**src/rtl/mseq_tx_ctrl.sv**
```systemverilog
// Frame controller for the spread-spectrum transmitter: takes one byte per frame,
// reloads the m-sequence generator, then spreads preamble ones and the byte MSB-first.
module mseq_tx_ctrl #(
  parameter int   SEQ_LEN       = 31,
  parameter int   PREAMBLE_BITS = 2,
  parameter logic IDLE_LEVEL    = 1'b0
) (
  input  logic       CLK_50MHZ,
  input  logic       RST,
  input  logic [7:0] data_in,
  input  logic       data_valid,
  output logic       data_ready,
  input  logic       gen_chip,
  output logic       gen_load,
  output logic       gen_en,
  output logic       out_fun,
  output logic       busy,
  output logic       frame_done,
  output logic [4:0] chip_cnt,
  output logic [3:0] bit_idx
);

  typedef enum logic [2:0] {
    IDLE     = 3'd0,
    LOAD     = 3'd1,
    PREAMBLE = 3'd2,
    DATA     = 3'd3,
    DONE     = 3'd4
  } state_t;

  localparam logic [4:0] CHIP_LAST = 5'(SEQ_LEN - 1);
  localparam logic [3:0] PRE_LAST  = 4'(PREAMBLE_BITS - 1);
  localparam logic [3:0] BIT_LAST  = 4'(PREAMBLE_BITS + 7);

  state_t     state_reg, state_next;
  logic [7:0] shift_reg, shift_next;
  logic [4:0] chip_reg, chip_next;
  logic [3:0] bit_reg, bit_next;
  logic       out_reg, out_next;
  logic       chip_wrap;
  logic       spread_bit;

  assign chip_wrap = (chip_reg == CHIP_LAST);

  always_ff @(posedge CLK_50MHZ) begin
    if (RST) begin
      state_reg <= IDLE;
      shift_reg <= 8'd0;
      chip_reg  <= 5'd0;
      bit_reg   <= 4'd0;
      out_reg   <= IDLE_LEVEL;
    end else begin
      state_reg <= state_next;
      shift_reg <= shift_next;
      chip_reg  <= chip_next;
      bit_reg   <= bit_next;
      out_reg   <= out_next;
    end
  end

  always_comb begin
    state_next = state_reg;
    shift_next = shift_reg;
    chip_next  = chip_reg;
    bit_next   = bit_reg;
    out_next   = IDLE_LEVEL;
    data_ready = 1'b0;
    gen_load   = 1'b0;
    gen_en     = 1'b0;
    frame_done = 1'b0;
    busy       = 1'b1;
    spread_bit = 1'b1;

    case (state_reg)
      IDLE: begin
        data_ready = 1'b1;
        busy       = 1'b0;
        if (data_valid) begin
          shift_next = data_in;
          chip_next  = 5'd0;
          bit_next   = 4'd0;
          state_next = LOAD;
        end
      end

      LOAD: begin
        gen_load   = 1'b1;
        state_next = (PREAMBLE_BITS == 0) ? DATA : PREAMBLE;
      end

      PREAMBLE, DATA: begin
        gen_en     = 1'b1;
        spread_bit = (state_reg == DATA) ? shift_reg[7] : 1'b1;
        out_next   = gen_chip ^ ~spread_bit;
        if (chip_wrap) begin
          chip_next = 5'd0;
          bit_next  = bit_reg + 4'd1;
          if (state_reg == DATA) begin
            shift_next = {shift_reg[6:0], 1'b0};
            if (bit_reg == BIT_LAST) begin
              // Counters park at zero so bit_idx never leaves its documented range.
              bit_next   = 4'd0;
              state_next = DONE;
            end
          end else if (bit_reg == PRE_LAST) begin
            state_next = DATA;
          end
        end else begin
          chip_next = chip_reg + 5'd1;
        end
      end

      DONE: begin
        frame_done = 1'b1;
        state_next = IDLE;
      end

      default: begin
        state_next = IDLE;
      end
    endcase
  end

  assign out_fun  = out_reg;
  assign chip_cnt = chip_reg;
  assign bit_idx  = bit_reg;

endmodule

```
**config.mk**
```make
export PLATFORM = sky130hd
export DESIGN_NAME = mseq_tx_ctrl
export DESIGN_NICKNAME = d
export VERILOG_FILES = /design/src/rtl/mseq_tx_ctrl.sv
export SDC_FILE = /design/constraint.sdc
export NUM_CORES = 1
export LEC_CHECK = 0
export CAP_MARGIN = 10
export CORE_MARGIN = 2
export CORE_UTILIZATION = 61
export DETAILED_ROUTE_END_ITERATION = 6
export DONT_BUFFER_PORTS = 1
export PLACE_DENSITY = 0.81
export SETUP_SLACK_MARGIN = 0.1
export SYNTH_ARGS = -nofsm -noshare
export SYNTH_HDL_FRONTEND = slang
export SYNTH_SLANG_ARGS = --single-unit
```
**constraint.sdc**
```tcl
create_clock -name CLK_50MHZ -period 2.17 [get_ports CLK_50MHZ]
set_clock_uncertainty 0.2 [all_clocks]
set_input_delay 0.217 -clock CLK_50MHZ [delete_from_list [all_inputs] [get_ports CLK_50MHZ]]
set_output_delay 0.217 -clock CLK_50MHZ [all_outputs]
set_load 0.05 [all_outputs]
```
# Word-level counts from Yosys, hierarchy flattened
# Cells that the tools add are included.
# totals
regBits,21
in_bits,12
out_inout_bits,15
wordCells,54
# classes
n_addsub,2
eq_ne,12
mux,24
bitwise,3
n_reduce_logical,8
# op_table
operator,count
$mux 8,3
$mux 4,4
$pmux 8 s2,1
$mux 3,5
$mux 5,2
$pmux 5 s2,1
$pmux 3 s3,1
$pmux 4 s2,1
$reduce_and 4->1,2
$eq 3x2->1 const B,2
$mux 1,6
$ne 2x2->1 const B,3
$ne 3x3->1 const B,2
$add 5x1->5 const B,1
$eq 5x5->1 const B,1
$add 4x1->4 const B,1
$eq 4x1->1 const B,1
$eq 4x4->1 const B,1
$reduce_or 2->1,2
$eq 3x1->1 const B,1
$eq 3x3->1 const B,1
$logic_not 3->1,1
$reduce_and 3->1,1
$not 1->1,2
other kinds (3),3

# Longest topological paths before layout
# Gate-level depths: netlist of the first run.
# depth
ltp_word,5
depth_mapped,8
depth_no_buf,6

# Worst setup path after synthesis of the first run
# Ideal clock, no wire load.
# synth_path
path_type,register to output
from,reg state_reg[2]
to,out busy
t_arrival_ns,2.245
required_ns,1.753
slack_ns,-0.492
path_stages_with_launch,4
path_buffers,1
cell_sequence,dfxtp_1 clkbuf_1 nor3_1 inv_1
# synth_via
elab_chain_cells,2
# synth_rtl
item,line_no,source
start: declaration,35,"state_t state_reg, state_next;"
start signal: assignment,53,state_reg <= state_next;
$logic_not 3->1,74,case (state_reg)
$mux 1,74,
end: declaration,17,"output logic busy,"
# Every way passes these cells.

# Worst setup path in the final report of the first run
# layout_path
from,reg chip_reg[0] (netlist: chip_cnt[0])
to,reg state_reg[0]
# layout_via
elab_chain_cells,3
# layout_rtl
item,line_no,source
start: declaration,37,"logic [4:0] chip_reg, chip_next;"
start signal: assignment,55,chip_reg <= chip_next;
$eq 5x5->1,43,assign chip_wrap = (chip_reg == CHIP_LAST);
$ne 2x2->1 (no source line),n/a,
$reduce_and 4->1 (no source line),n/a,
# Every way passes these cells.
# A chain may end at the register's enable or synchronous reset.

==> impl_metrics.env, run 1 <==
export IMPL_hold_viol=0
export IMPL_viasPerCell=5.93
export IMPL_worst_slew_margin_rel_pct=47.4
export IMPL_max_freq_ghz=0.508
export IMPL_largest_reg_flops=8
export IMPL_cpPeakStageDelay_ps=510
export IMPL_ys_warn_count=0
export IMPL_first_global_vias=1012
export IMPL_drive_gt1_share_pct=19.4
export IMPL_maxCapViolCount=0
export IMPL_io_buffer_count=0
export IMPL_synth_fp_nets=160
export IMPL_crit_type="register to register"
export IMPL_powerDensity_mw_per_mm2=638
export IMPL_endpoint_kind="register"
export IMPL_ys_seq_elements=21
export IMPL_wl_per_cell_um=15.3
export IMPL_grt_first_pass_wirelength_um=4480
export IMPL_crit_chain="inv_1 -> ha_1 -> and4_4 -> a41oi_4 -> or4_1 -> a21oi_1"
export IMPL_ant_nets=0
export IMPL_drc_errors=0
export IMPL_drtIter0Drc=27
export IMPL_syn_inst=144
export IMPL_initial_core_util_pct=66.0
export IMPL_ys_types=33
export IMPL_p_clk_share_pct=20.8
export IMPL_detailed_place_hpwl_um=1830
export IMPL_p_leak_nw=0.557
export IMPL_setup_tns_ps=0
export IMPL_fp_dieW_um=47.5
export IMPL_tritoncts="yes"
export IMPL_antenna_cells=0
export IMPL_cts_root_buf="clkbuf_4"
export IMPL_vias=1126
export IMPL_gp_congestion=0.871
export IMPL_setup_violations_final=0
export IMPL_finalCriticalPeriod_ps=1970
export IMPL_p_sw_share_pct=35.5
export IMPL_cts_buffer_depth=2
export IMPL_path_buf_inv=1
export IMPL_syn_area_per_cell_um2=8.00
export IMPL_outcome="complete, no violations"
export IMPL_p_int_mw=0.580
export IMPL_crit_family="simple AND/OR/NAND/NOR gates"
export IMPL_seq_power_share_pct=48.2
export IMPL_fp_row_count=15
export IMPL_cts_buffers=3
export IMPL_maxSlewViolCount=0
export IMPL_syn_to_final_growth_pct=22.3
export IMPL_core_area_mm2=0.00175
export IMPL_worstMarginPinSlew_ps=786
export IMPL_num_io_pins=27
export IMPL_nNetsFinal=182
export IMPL_clkLatencyLatePin_ps=300
export IMPL_grt_max_degree=26
export IMPL_drt_total_wl_um=2920
export IMPL_cts_sinks=21
export IMPL_grt_ovfl_total=0
export IMPL_ys_seq_area_share_pct=36.5
export IMPL_die_height_um=47.5
export IMPL_power_switching_mw=0.319
export IMPL_rsz0062_at_grt="no"
export IMPL_start_kind="register"
export IMPL_critPathArrivalTime_ps=2000
export IMPL_cp_max_fo=7
export IMPL_vdd_drop_max_v=0.000555
export IMPL_crit_slowest_cell="or4_1"
export IMPL_fin_crit_sh_pct=90.7
export IMPL_dr_pass1_iters=4
export IMPL_htree_levels=1
export IMPL_hold_path_class="input port to register"
export IMPL_power_mw=0.899
export IMPL_p_comb_share_pct=30.9
export IMPL_path_clk_slew_ps=120
export IMPL_critPathRequiredTime_ps=2200
export IMPL_die_area_mm2=0.00225
export IMPL_fill_cells=133
export IMPL_syn_area_mm2=0.00115
export IMPL_antenna_found_initial=0
export IMPL_post_cts_setup_buffers=0
export IMPL_grt_usage_pct=27.6
## layout by cell type (no fill, tap or decap), drive strengths merged, types with 2 or more instances in the layout
master,n
nor3b,2
o21ai,10
dfxtp,21
mux2i,2
dlygate4sd3,11
a21oi,15
nor2,14
xnor2,2
a311oi,3
buf,17
nor2b,2
clkbuf,3
nand2,21
nand3,3
nor3,9
a211o,7
ha,4
inv,5
## logic make-up after synthesis
| kind of cell | share of synthesized area (%) |
|---|---|
| simple gates | 25.4 |
| flops | 36.5 |
| xor+xnor | 1.52 |
| mux | 1.74 |
| buf+inv | 6.62 |
| fa+ha+maj | 4.34 |
| compound gates | 23.9 |
## metal layers
layer | up-vias | wire length (um) | track usage (%)
li1 | 552 | - | -
met1 | 542 | 1230 | 35.9
met2 | 28 | 1540 | 49.2
met3 | 4 | 127 | 2.64
met4 | 0 | 21 | 6.67
met5 | - | 0 | 0
## final cells by class
cell class / count / area (um^2) / share of cell area [%]
clock buffer: 3 / 22.5 / 1.60
clock inverter: 1 / 5.00 / 0.355
inverter: 5 / 18.8 / 1.33
multi-input combinational: 107 / 668 / 47.4
sequential: 21 / 425 / 30.2
tap: 25 / 31.3 / 2.22
timing repair buffer: 28 / 238 / 16.9
## cell usage after synthesis
cell / count / area, um^2
dfxtp_1: 21 / 420
nand2_1: 21 / 78.8
a21oi_1: 15 / 75.1
nor2_1: 14 / 52.6
o21ai_0: 10 / 50.1
nor3_1: 9 / 45.0
a211o_1: 7 / 61.3
clkbuf_1: 5 / 18.8
buf_2: 4 / 20.0
ha_1: 4 / 50.1
inv_1: 4 / 15.0
a311oi_1: 3 / 26.3
nand3_1: 3 / 15.0
mux2i_1: 2 / 20.0
nor2b_1: 2 / 12.5
nor3b_1: 2 / 15.0
xnor2_1: 2 / 17.5
a22oi_1: 1 / 7.51
a41oi_4: 1 / 27.5
and2_1: 1 / 6.26
and4_1: 1 / 8.76
and4b_1: 1 / 10.0
buf_4: 1 / 7.51
buf_6: 1 / 11.3
inv_2: 1 / 3.75
nand2b_1: 1 / 6.26
nand4_2: 1 / 12.5
nor4_1: 1 / 6.26
o21bai_1: 1 / 7.51
o2bb2a_4: 1 / 20.0
or3_1: 1 / 6.26
or4_1: 1 / 7.51
or4b_1: 1 / 10.0
## worst register-to-register path: cells and delay by family (launching register included)
| family | cells | cell delay (ps) |
|---|---|---|
| compound gates | 2 | 290 |
| fa+ha+maj | 1 | 200 |
| buf+inv | 1 | 60 |
| flops | 1 | 330 |
| simple gates | 2 | 820 |
## path summary, 6_finish.rpt
check	start	end	slack, ps	cells past startpoint
worst max-delay path	chip_cnt[0]	state_reg[0]	200	6
worst min-delay path	data_valid	shift_reg[5]	170	3
worst max register to register	chip_cnt[0]	state_reg[0]	200	6
worst min register to register	shift_reg[5]	shift_reg[5]	290	2
## per-stage QoR
step / util [%] / std cells / hold slack [ps] / area [um^2] / setup WS, ps
floorplan: - / 144 / 95.7 / 1170 / 58.6
global route: 80.7 / 190 / 175 / 1410 / 145
global placement: 72.7 / 175 / 83.4 / 1270 / 275
CTS: 80.6 / 190 / 152 / 1410 / 133
finish: 80.7 / 190 / 174 / 1410 / 202
detailed placement: 72.7 / 175 / 85.2 / 1270 / 174
## power by group through the flow
stage | registers, mW | logic, mW | clock network [mW]
final | 0.434 | 0.278 | 0.187
after global routing | 0.437 | 0.295 | 0.207
after CTS | 0.432 | 0.271 | 0.194
after detailed placement | 0.441 | 0.248 | 0
after global placement | 0.439 | 0.238 | 0
after floorplan | 0.439 | 0.201 | 0
## timing repair
| action | in CTS | in global routing |
|---|---|---|
| resized for setup | 0 | 2 |
| setup endpoints to repair | 0 | 1 |
| hold buffers | 11 | 0 |
| hold endpoints to repair | 21 | 0 |
No activity file was read; power rests on OpenSTA's default activity.
==> run 2: changes to the inputs <==
Settings changed: CORE_UTILIZATION 61 to 65, CTS_CLUSTER_DIAMETER from default to 60, PLACE_DENSITY 0.81 to 0.85.
Clock period 2.17 ns to 2.39 ns, I/O delays scaled along.
==> impl_metrics.env, run 2 (synthesis results as in run 1) <==
export IMPL_endpoint_kind="register"
export IMPL_die_area_mm2=0.00213
export IMPL_cts_sinks=21
export IMPL_maxSlewViolCount=0
export IMPL_maxCapViolCount=0
export IMPL_worstMarginPinSlew_ps=749
export IMPL_setup_tns_ps=0
export IMPL_setup_violations_final=0
export IMPL_rr_worst_depth=5
export IMPL_first_global_vias=946
export IMPL_seq_power_share_pct=49.4
export IMPL_grt_first_pass_wirelength_um=4070
export IMPL_cts_resized=0
export IMPL_gp_congestion=0.848
export IMPL_fin_area_mm2=0.00136
export IMPL_drc_errors=0
export IMPL_core_area_mm2=0.00169
export IMPL_syn_to_final_growth_pct=18.1
export IMPL_critPathRequiredTime_ps=2360
export IMPL_detailed_place_hpwl_um=1770
export IMPL_grt_ovfl_total=0
export IMPL_largest_reg_flops=8
export IMPL_wl_per_cell_um=14.3
export IMPL_fin_crit_sh_pct=88.9
export IMPL_worst_slew_margin_rel_pct=49.9
export IMPL_grt_usage_pct=26.6
export IMPL_crit_type="register to register"
export IMPL_dr_pass1_iters=4
export IMPL_critPathArrivalTime_ps=2090
export IMPL_p_clk_share_pct=21.8
export IMPL_clkLatencyLatePin_ps=310
export IMPL_io_buffer_count=0
export IMPL_layout_cells_non_filler=178
export IMPL_initial_core_util_pct=68.2
export IMPL_fp_row_count=15
export IMPL_p_leak_nw=0.534
export IMPL_hold_viol=0
export IMPL_power_switching_mw=0.281
export IMPL_cts_buffer_depth=2
export IMPL_powerDensity_mw_per_mm2=587
export IMPL_max_freq_ghz=0.470
export IMPL_path_clk_slew_ps=120
export IMPL_nNetsFinal=178
export IMPL_drive_gt1_share_pct=14.3
export IMPL_cp_max_fo=11
export IMPL_finalCriticalPeriod_ps=2130
export IMPL_start_kind="register"
export IMPL_whs_ps=172
export IMPL_vdd_drop_max_v=0.000458
export IMPL_cts_buffers=3
export IMPL_power_mw=0.799
export IMPL_p_int_mw=0.518
export IMPL_die_height_um=46.1
export IMPL_vias=1109
export IMPL_num_io_pins=27
export IMPL_viasPerCell=6.23
export IMPL_htree_levels=1
export IMPL_drtIter0Drc=22
export IMPL_fill_cells=122
export IMPL_fp_dieW_um=46.1
export IMPL_p_comb_share_pct=28.8
export IMPL_layout_cells_most_common_list="nand2_1, dfxtp_1, a21oi_1"
export IMPL_hold_path_class="input port to register"
export IMPL_drt_total_wl_um=2540
export IMPL_place_area_mm2=0.00122
export IMPL_rsz0062_at_grt="no"
export IMPL_dp_cells=163
export IMPL_outcome="complete, no violations"
export IMPL_hold_depth=3
export IMPL_cts_root_buf="clkbuf_4"
export IMPL_grt_max_degree=26
export IMPL_p_sw_share_pct=35.2
export IMPL_antenna_cells=0
export IMPL_ant_nets=0
export IMPL_tritoncts="yes"
export IMPL_antenna_found_initial=0
run 2: area by class of cell:
type | count | area, um^2 | area share [%]
tap | 17 | 21.3 | 1.56
clock buffer | 3 | 22.5 | 1.65
sequential | 21 | 420 | 30.9
timing repair buffer | 24 | 208 | 15.3
clock inverter | 1 | 5.00 | 0.368
multi-input combinational | 107 | 666 | 48.9
inverter | 5 | 18.8 | 1.38
run 2: timing repair:
item                                    CTS  global route
setup buffers                             0             0
endpoints found under the setup margin    0             0
hold buffers                             11             0
hold endpoints to repair                 21             0
run 2: through the flow:
step / utilization, % / worst slack (ps)
2_1_floorplan: - / 115
5_1_grt: 80.6 / 129
4_1_cts: 80.6 / 306
3_5_place_dp: 72.4 / 364
3_3_place_gp: 72.4 / 408
6_report: 80.6 / 264
run 2: per-layer routing:
layer / GRT usage, % / vias to the layer above / routed length, um
met2: 40.8 / 26 / 1300
li1: - / 546 / -
met3: 5.49 / 4 / 99
met4: 10.3 / 0 / 32
met5: 0 / - / 0
met1: 36.5 / 533 / 1110
run 2: final timing paths:
path                              startpoint      endpoint  slack, ps
worst min-delay path              data_valid  shift_reg[1]        170
worst max-delay path            state_reg[1]    bit_idx[3]        260
worst max register to register  state_reg[1]    bit_idx[3]        260
worst min register to register  shift_reg[1]  shift_reg[1]        290
run 2: critical path, cell delays in order (launching register included):
cell and delay [ps]:
dfxtp_1 570, nand2b_1 290, inv_2 390, a22oi_1 240
o21ai_0 210, a21oi_1 80
run 2: power by group through the flow:
stage | clock network, mW | registers (mW) | logic (mW)
final | 0.174 | 0.395 | 0.230
after detailed placement | 0 | 0.402 | 0.209
after global placement | 0 | 0.401 | 0.205
after floorplan | 0 | 0.398 | 0.181
after global routing | 0.190 | 0.398 | 0.249
after CTS | 0.180 | 0.394 | 0.229
